<file path="src/rtl/bstep_prof_pkg.sv">
// Shared types and the exact binary-step rule used by the Bstep error profilers.
package bstep_prof_pkg;

  typedef enum logic [1:0] {
    IDLE  = 2'd0,
    SWEEP = 2'd1,
    DRAIN = 2'd2,
    DONE  = 2'd3
  } state_t;

  // Two's-complement code is non-negative exactly when its sign bit is clear.
  function automatic logic exact_step(input logic [31:0] code, input int width);
    return ~code[width-1];
  endfunction

endpackage

</file>
<file path="src/rtl/bstep_exact_ref.sv">
// Combinational exact binary-step reference; also usable as a golden DUT.
module bstep_exact_ref
  import bstep_prof_pkg::*;
#(
  parameter int WIDTH = 4
) (
  input  logic [WIDTH-1:0] i_code,
  output logic             o_exact
);

  assign o_exact = exact_step(32'(i_code), WIDTH);

endmodule

</file>
<file path="src/rtl/bstep_error_profiler.sv">
// Sweeps every input code through a combinational Bstep DUT, counting mismatches
// against the exact step function and recording the lowest failing code.
module bstep_error_profiler
  import bstep_prof_pkg::*;
#(
  parameter int WIDTH = 4
) (
  input  logic             clk,
  input  logic             rst_n,
  input  logic             start,
  input  logic             abort,
  output logic [WIDTH-1:0] dut_in,
  input  logic             dut_out,
  output logic             busy,
  output logic             done,
  output logic             aborted,
  output logic [WIDTH:0]   err_count,
  output logic             first_err_valid,
  output logic [WIDTH-1:0] first_err_in
);

  localparam logic [WIDTH-1:0] LAST_CODE = '1;
  localparam logic [WIDTH-1:0] CODE_ONE  = WIDTH'(1);
  localparam logic [WIDTH:0]   CNT_ONE   = (WIDTH+1)'(1);

  state_t           r_state;
  state_t           w_state_next;
  logic [WIDTH-1:0] r_dut_in;
  logic             r_busy;
  logic             r_done;
  logic             r_aborted;
  logic [WIDTH:0]   r_err_count;
  logic             r_first_err_valid;
  logic [WIDTH-1:0] r_first_err_in;
  logic             r_cmp_valid;
  logic [WIDTH-1:0] r_cmp_code;
  logic             r_cmp_out;

  logic             w_accept;
  logic             w_capture;
  logic             w_cmp_en;
  logic             w_abort_hit;
  logic             w_exact;

  // The DUT output is captured with its code, so comparison runs one cycle later.
  bstep_exact_ref #(.WIDTH(WIDTH)) u_exact (
    .i_code  (r_cmp_code),
    .o_exact (w_exact)
  );

  always_ff @(posedge clk or negedge rst_n) begin
    if (!rst_n) begin
      r_state <= IDLE;
    end else begin
      r_state <= w_state_next;
    end
  end

  always_comb begin
    w_state_next = r_state;
    w_accept     = 1'b0;
    w_capture    = 1'b0;
    w_cmp_en     = 1'b0;
    w_abort_hit  = 1'b0;
    case (r_state)
      IDLE: begin
        if (start) begin
          w_accept     = 1'b1;
          w_state_next = SWEEP;
        end
      end
      SWEEP: begin
        if (abort) begin
          w_abort_hit  = 1'b1;
          w_state_next = DONE;
        end else begin
          w_capture = 1'b1;
          w_cmp_en  = r_cmp_valid;
          if (r_dut_in == LAST_CODE) begin
            w_state_next = DRAIN;
          end
        end
      end
      DRAIN: begin
        if (abort) begin
          w_abort_hit  = 1'b1;
        end else begin
          w_cmp_en = r_cmp_valid;
        end
        w_state_next = DONE;
      end
      DONE: begin
        w_state_next = IDLE;
      end
      default: begin
        w_state_next = IDLE;
      end
    endcase
  end

  always_ff @(posedge clk or negedge rst_n) begin
    if (!rst_n) begin
      r_dut_in          <= '0;
      r_busy            <= 1'b0;
      r_done            <= 1'b0;
      r_aborted         <= 1'b0;
      r_err_count       <= '0;
      r_first_err_valid <= 1'b0;
      r_first_err_in    <= '0;
      r_cmp_valid       <= 1'b0;
      r_cmp_code        <= '0;
      r_cmp_out         <= 1'b0;
    end else begin
      r_done <= (w_state_next == DONE);
      if (w_accept) begin
        r_dut_in          <= '0;
        r_err_count       <= '0;
        r_first_err_valid <= 1'b0;
        r_aborted         <= 1'b0;
        r_busy            <= 1'b1;
        r_cmp_valid       <= 1'b0;
      end
      if (w_capture) begin
        r_cmp_code  <= r_dut_in;
        r_cmp_out   <= dut_out;
        r_cmp_valid <= 1'b1;
        // Hold the last code through DRAIN rather than wrapping to zero.
        if (r_dut_in != LAST_CODE) begin
          r_dut_in <= r_dut_in + CODE_ONE;
        end
      end
      if (w_cmp_en && (r_cmp_out != w_exact)) begin
        r_err_count <= r_err_count + CNT_ONE;
        if (!r_first_err_valid) begin
          r_first_err_valid <= 1'b1;
          r_first_err_in    <= r_cmp_code;
        end
      end
      if (w_abort_hit) begin
        r_aborted <= 1'b1;
      end
      if (w_state_next == DONE) begin
        r_busy      <= 1'b0;
        r_cmp_valid <= 1'b0;
      end
    end
  end

  assign dut_in          = r_dut_in;
  assign busy            = r_busy;
  assign done            = r_done;
  assign aborted         = r_aborted;
  assign err_count       = r_err_count;
  assign first_err_valid = r_first_err_valid;
  assign first_err_in    = r_first_err_in;

endmodule

</file>
<file path="config.mk">
export PLATFORM = sky130hd
export DESIGN_NAME = bstep_error_profiler
export DESIGN_NICKNAME = d
export VERILOG_FILES = /design/src/rtl/bstep_prof_pkg.sv /design/src/rtl/bstep_exact_ref.sv /design/src/rtl/bstep_error_profiler.sv
export SDC_FILE = /design/constraint.sdc
export NUM_CORES = 1
export LEC_CHECK = 0
export ABC_AREA = 0
export CORE_AREA = 5 5 56 58
export CTS_CLUSTER_SIZE = 20
export DETAILED_ROUTE_END_ITERATION = 7
export DIE_AREA = 0 0 61 63
export GPL_TIMING_DRIVEN = 1
export PLACE_DENSITY = 0.8
export SLEW_MARGIN = 5
export SYNTH_ARGS = -nofsm -noshare
export SYNTH_HDL_FRONTEND = slang
export SYNTH_SLANG_ARGS = --single-unit
</file>
<file path="constraint.sdc">
create_clock -name clk -period 3.3 [get_ports clk]
set_input_delay 0.66 -clock clk [delete_from_list [all_inputs] [get_ports clk]]
set_output_delay 0.66 -clock clk [all_outputs]
set_load 0.005 [all_outputs]
</file>
==> results.txt, run 1 <==
- Final Critical Period: 2020 ps
- The first TritonRoute pass finished after 4 iterations.
- Clock latency on the worst-skew pair, taken at its later pin, is 320 ps.
* Cell count after synthesis: 100
- The region available for standard cell placement spans 2620 sq um.
- Clock skew on the completed layout was measured at 1.53 ps.
- Deepest level of the CTS H-tree: 1
- Destination of the worst register-to-register timing path: first_err_in[2]
- The clock passes through at most 2 buffers.
- Across every metal layer, demand over resource in global routing totals 14.2%.
* Cell type with the highest aggregate area in the netlist: dfrtp_1
- Maximum ir drop on the vdd rail: 0.461 mV
- Data required time of the critical path: 2640 ps
- TNS Setup: 0 ps
- The finished cells cover 1500 sq um.
- Largest net degree at the start of global routing: 26
- From left edge to right edge, the die measures 61 um.
- Cell with the largest stage delay on the worst path: clkdlybuf4s50_1
- The floorplan step defined a die boundary enclosing 3840 sq um.
* Cell types occupying the most area after synthesis: dfrtp_1, ha_1, mux2_4
- The cell sitting at the root of the clock tree is a clkbuf_4.
- Power spread over the standard cell area amounts to 776 nW/um^2.
- The synthesized design contains 25 register bits.
- Setup violations remaining at the end of the flow were counted as 0.
- After detailed routing, the number of remaining DRC violations is 0.
- Broken down by cell family, the worst path's largest delay share belongs to buffers and inverters.
- Half-perimeter wire length after detailed placement: 1820 um
- The initialized floorplan defines 19 standard-cell rows.
- Along the worst path, the maximum fanout reaches 3.
* Leakage power: 0.713 nW
- In this run the biggest area consumer among cell types represents 51.3% of the synthesized area.
- After global routing the overflow that remains totals 0.
- Kind of critical path: reg -> out
- Initial cell density of the core: 46.7%
- After clock tree synthesis, the clock-pin slew on the worst setup and hold paths is 130 ps.
- The max-slew violation count came to 0.
- The Yosys step of the flow raised 0 warnings.
- Hold repair after CTS inserted 0 buffers.
- Clock tree from TritonCTS: done
- TritonCTS created 3 clock buffers.
- The number of global-route vias before repair came to 862.
* Final antenna-violating net count: 0
- Initial antenna violation count: 0
- Kind of start point of the critical path: register
- Hold violation total from the final report: 0
- The number of nets in the synthesized netlist is 111.
- STA classifies the critical path endpoint as a primary output.
- Worst hold path stage count: 1
- In this run the cell area of the synthesized design comes to 1220 sq um.
* Post-placement cell area: 1470 sq um
- # nets final: 137
* Synth async-reset ratio: 100%
* Unrepaired setup endpoints after global routing: false
- In this run the number of cells on the critical path is 1.
* Post-CTS Resized: 0
- After detailed routing, the average wire length per cell comes to 15.0 um.
* Buf+Inv Stages, Crit Path: 1
- Final-layout worst hold slack: 512 ps
- Final core utilization: 57.3%
- The number of antenna diodes in the final layout is 0.
* Via count normalized by instance count: 5.49
- Outcome: complete, no violations
- Worst Slack Setup Final: 1280 ps
* Total length of routed wires: 2350 um
- The congestion estimate from routability-driven global placement came to 0.773.
- Averaged over all synthesized cells, the footprint is 12.2 sq um.
* Fmax: 496 MHz
- For the worst flop-to-flop path, the logic depth is 5.
* Hold Crit Endpoint: r_cmp_code[1]
- The routed layout has 857 vias.
- Die Y: 63 um
- The synthesized design contains 0 enable-type register cells.
* CP max stage delay: 550 ps
- Relative to the synthesized area, the layout overhead comes to 22.8%.
- Of the synthesized area, sequential elements account for 51.3%.
- I/O pin count: 22
- Slack of the worst reg-to-reg path: 1560 ps
* Worst rel slew slack: 70.6%
- In the final layout, the share of cells above drive strength 1 is 10.4%.
- Number of buffers inserted by port buffering: 21
* Worst setup slack after placement: 1140 ps
- Across the run, the number of max-cap violations was 0.
* Worst min-delay path class: reg -> reg
- Leaving out fill and tap cells, the most frequent cell in the layout is dfrtp_1.
- Count of unique library cells instantiated by Yosys: 35
- The signal on the critical path passes through clkdlybuf4s50_1.
* Beginning of the worst register-to-register path: r_state[1]
* Slew at the pin closest to its max-slew limit: 442 ps
* Most used cells in the layout excluding fill and tap cells: dfrtp_1, clkdlybuf4s50_1, nand3_1
* Period utilization: 61.1%
- Global-route wire length before repair: 4050 um
- The startpoint identified for the worst hold timing path is r_cmp_code[1].
* Post-CTS Setup Repair Bufs: 0
- Data on the critical path arrives at its endpoint at 1360 ps.
- Number of DRC markers after the initial detailed-route iteration: 44
* Dominant synthesized flop cell: dfrtp_1
- Counting every sink on the clock net gives 25.
==> worst register-to-register path, delay by kind of cell, from the launching register on <==
family	cells	cell delay (ps)
AND/OR/NAND/NOR	2	430
multiplexers	1	320
flip-flops	1	430
adder cells (fa/ha/maj)	1	360
buffers and inverters	1	100
==> per-stage QoR <==
| stage | total power [W] | std cells |
|---|---|---|
| after floorplan | 0.000823 | 100 |
| after global placement | 0.00101 | 152 |
| after detailed placement | 0.00104 | 152 |
| after CTS | 0.00118 | 156 |
| after global routing | 0.00125 | 156 |
| final | 0.00116 | 156 |
==> worst max-delay path by stage <==
| stage | start | to | slack [ps] |
|---|---|---|---|
| after floorplan | r_state[1] | first_err_in[0] | 1740 |
| after global placement | abort | dut_in[0] | 1180 |
| after detailed placement | abort | dut_in[0] | 1140 |
| after CTS | first_err_valid | first_err_valid | 1260 |
| after global routing | dut_in[3] | dut_in[3] | 1210 |
| final | first_err_valid | first_err_valid | 1280 |
==> sequential cells by signal (all words and copies together), names as in the netlist, 2 cells and up <==
register      flops
err_count         5
dut_in            4
first_err_in      4
r_cmp_code        4
r_state           2
==> cells in the mapped netlist, drive strengths merged, types with 2 or more instances <==
master and instances:
o21ai 6, nand2 4, and2 2, nor2 3, ha 6, dfrtp 25
nand3 8, xnor2 2, mux2 9, mux2i 2, nand2b 3, o22ai 2
o21a 2, inv 7, a21o 3
==> final cells by class <==
type,count,area (sq um)
Timing Repair Buffer,22,218
Clock buffer,4,26.3
Multi-Input combinational cell,67,563
Sequential cell,25,626
Tap cell,31,38.8
Inverter,7,26.3
Fill cell,243,1120
==> power breakdown <==
group / internal [W] / switching, W / total (W) / leakage (nW)
clock network: 0.0000474 / 0.0000888 / 0.000136 / 0.0150
registers: 0.000410 / 0.000102 / 0.000512 / 0.325
logic: 0.000285 / 0.000228 / 0.000513 / 0.373
total: 0.000743 / 0.000419 / 0.00116 / 0.713
==> cell families (layout without fill, tap and decap cells) <==
| kind of cell | count (synthesis) | after routing | share of synthesized area [%] |
|---|---|---|---|
| XOR/XNOR | 3 | 3 | 2.77 |
| buffers and inverters | 8 | 33 | 2.56 |
| AND/OR/NAND/NOR | 27 | 27 | 14.5 |
| AO/OA/AOI/OAI | 20 | 20 | 11.6 |
| adder cells (fa/ha/maj) | 6 | 6 | 6.15 |
| multiplexers | 11 | 11 | 11.2 |
| flip-flops | 25 | 25 | 51.3 |
==> layer usage <==
| metal | vias to the layer above | global-route usage [%] | routed length [um] |
|---|---|---|---|
| met3 | 5 | 1.24 | 93 |
| met1 | 424 | 17.9 | 987 |
| met5 | - | 0 | 0 |
| li1 | 409 | - | - |
| met2 | 19 | 23.0 | 1200 |
| met4 | 0 | 8.13 | 63 |
Power figures use the tool's default switching activity.
==> run 2, diff against run 1 <==
==> constraint.sdc (replaced) <==
create_clock -name clk -period 2.1 [get_ports clk]
set_input_delay 0.42 -clock clk [delete_from_list [all_inputs] [get_ports clk]]
set_output_delay 0.42 -clock clk [all_outputs]
set_load 0.005 [all_outputs]
==> results.txt, run 2 (synthesized netlist as in run 1, its figures left out) <==
* Biggest fanout along the worst timing path: 8 (was 3)
* Largest net degree at the start of global routing: 26 (unchanged)
- The initial antenna violation count is 0 (unchanged).
* Clock tree from TritonCTS: done (unchanged)
- The starting density of the core came to 46.7% (unchanged).
- The overall die area came to 3840 sq um (unchanged).
* Deepest level of the CTS H-tree: 1 (unchanged)
- The reg-to-reg setup timing slack was 370 ps (was 1560 ps).
- Power density over the cells: 1220 nW/um^2 (was 776 nW/um^2)
- CP max stage delay: 550 ps (about the same)
- Number of DRC markers after the initial detailed-route iteration: 15 (was 44)
- The slew at the pin closest to its max-slew limit came to 457 ps (was 442 ps).
- Buffer levels on the longest clock path: 2 (unchanged)
- Via count normalized by instance count: 5.38 (was 5.49)
- The count of buffers from port buffering came to 21 (unchanged).
- The library cell contributing the largest single delay on the critical path was clkdlybuf4s50_1 (unchanged).
- After layout, the worst path uses 84.8% of the clock period.
- Number of iterations in the first detailed-routing pass: 4 (unchanged)
- Outcome: complete, no violations (unchanged).
- Cell at the root of the clock tree: clkbuf_4 (unchanged)
- Die Y: 63 um (unchanged)
- Total gr overflow: 0 (unchanged)
* Max reg flops: 5 (unchanged)
* TNS Setup: 0 ps (unchanged)
- Maximum ir drop on the vdd rail: 0.780 mV (was 0.461 mV)
- The wire length per cell is 15.1 um (was 15.0 um).
- Beginning of the worst register-to-register path: r_state[1] (unchanged)
* Kind of cell with the highest combined delay on the critical path: buffers and inverters (unchanged)
- The start point of the critical path is dut_in[2] (was first_err_valid).
* Data required time of the critical path: 1680 ps (was 2640 ps)
- The final wirelength was 2350 um (about the same).
* Total global routing track utilization: 13.8% (was 14.2%)
- The max-capacitance violation count came to 0 (unchanged).
* Depth of the most critical reg-to-reg path: 5 (unchanged)
- Kind of start point of the critical path: register (unchanged)
- I/O pin count: 22 (unchanged)
- The number of buffers inserted during clock tree synthesis is 3 (unchanged).
- The first-pass GRT wire length came to 4020 um (was 4050 um).
- Cells along the critical path: clkdlybuf4s50_1 (unchanged)
- Area growth syn-to-layout: 22.9% (was 22.8%)
* Final routed DRC violation total: 0 (unchanged)
* Core outline area: 2620 sq um (unchanged)
* Number of clock sinks seen by CTS: 25 (unchanged)
- Most used cells in the layout excluding fill and tap cells: dfrtp_1, clkdlybuf4s50_1, nand3_1 (unchanged)
* Buf+Inv Stages, Crit Path: 1 (unchanged)
- The kind of end point of the critical path was a primary output (unchanged).
- Final Critical Period: 1780 ps
- Post-CTS Hold Buffers: 0 (unchanged)
- The clock-pin transition on the worst setup and hold timing paths is 130 ps (about the same).
- Critical Path Stages: 1 (unchanged)
- The insertion delay of the later-clocked pin in the worst-skew pair was 310 ps (was 320 ps).
- The buffers inserted during post-CTS setup optimization was 0 (unchanged).
- Leakage power: 0.716 nW (was 0.713 nW)
* Number of diodes added for antenna fixing: 0 (unchanged)
- Fmax: 562 MHz
* Share of cells above drive strength 1: 11.2% (was 10.4%)
* Worst min-delay path class: in -> async (was reg -> reg)
* Half-perimeter wire length after detailed placement: 1850 um (was 1820 um)
- Final antenna-violating net count: 0 (unchanged)
- Unrepaired setup endpoints after global routing: false (unchanged).
- Final number of setup-violating endpoints: 0 (unchanged)
* Via count: 840 (was 857)
* Critical path data arrival time: 1360 ps (about the same)
- The post-layout utilization of the core is 57.3% (about the same).
- The max-slew violation count came to 0 (unchanged).
- # nets final: 137 (unchanged)
- Horizontal extent of the die: 61 um (unchanged)
- The number of instances resized during post-cts repair is 0 (unchanged).
- The number of global-route vias before repair is 832 (was 862).
- Most common library cell in the layout ignoring fill and taps: dfrtp_1 (unchanged)
- Tot Pwr: 0.00183 W (was 0.00116 W)
* Hold violation total from the final report: 0 (unchanged)
- Weighted congestion at the end of routability-driven global placement: 0.767 (was 0.773)
- Number of cell rows: 19 (unchanged)
- The post-route clock skew is 1.72 ps (was 1.53 ps).
- Worst rel slew slack: 69.6% (was 70.6%)
- The start-to-end type of the worst setup path is reg -> out (unchanged).
[run 2: changes by cell type in the layout (fill, tap and decap cells not counted)]
| cell | before | now |
|---|---|---|
| clkbuf_1 | 1 | 0 |
| clkinv_2 | 0 | 1 |
[run 2: report_power, final]
| group | leakage [nW] | switching, W | total [W] | internal (W) |
|---|---|---|---|---|
| clock | 0.0177 | 0.000138 | 0.000209 | 0.0000712 |
| combinational | 0.373 | 0.000368 | 0.000816 | 0.000448 |
| sequential | 0.325 | 0.000159 | 0.000804 | 0.000645 |
[run 2: final cells by class]
cell class / instances / area (sq um)
clock buffer: 3 / 22.5
clock inverter: 1 / 5.00
fill: 241 / 1120
inverter: 7 / 26.3
multi-input combinational: 67 / 563
sequential: 25 / 626
tap: 31 / 38.8
timing repair buffer: 22 / 218
[run 2: worst paths after layout]
check / to
setup / recovery: dut_in[2]
hold / removal: err_count[4]
setup reg to reg: first_err_in[2]
hold reg to reg: r_cmp_code[1]
max in group asynchronous: dut_in[1]
min in group clk: r_cmp_code[1]
[run 2: metal layers]
metal | track usage (%) | share of wire (%)
met5 | 0 | 0
met4 | 4.88 | 0.98
met3 | 1.86 | 4.8
met2 | 22.7 | 53
met1 | 17.9 | 42
[run 2: through the flow]
step	hold WS [ps]	instance area [sq um]	setup WS, ps	instances
floorplan	124	1220	541	100
global placement	483	1470	219	152
detailed placement	487	1470	165	152
CTS	456	1500	298	156
global route	455	1500	239	156
finish	456	1500	320	156
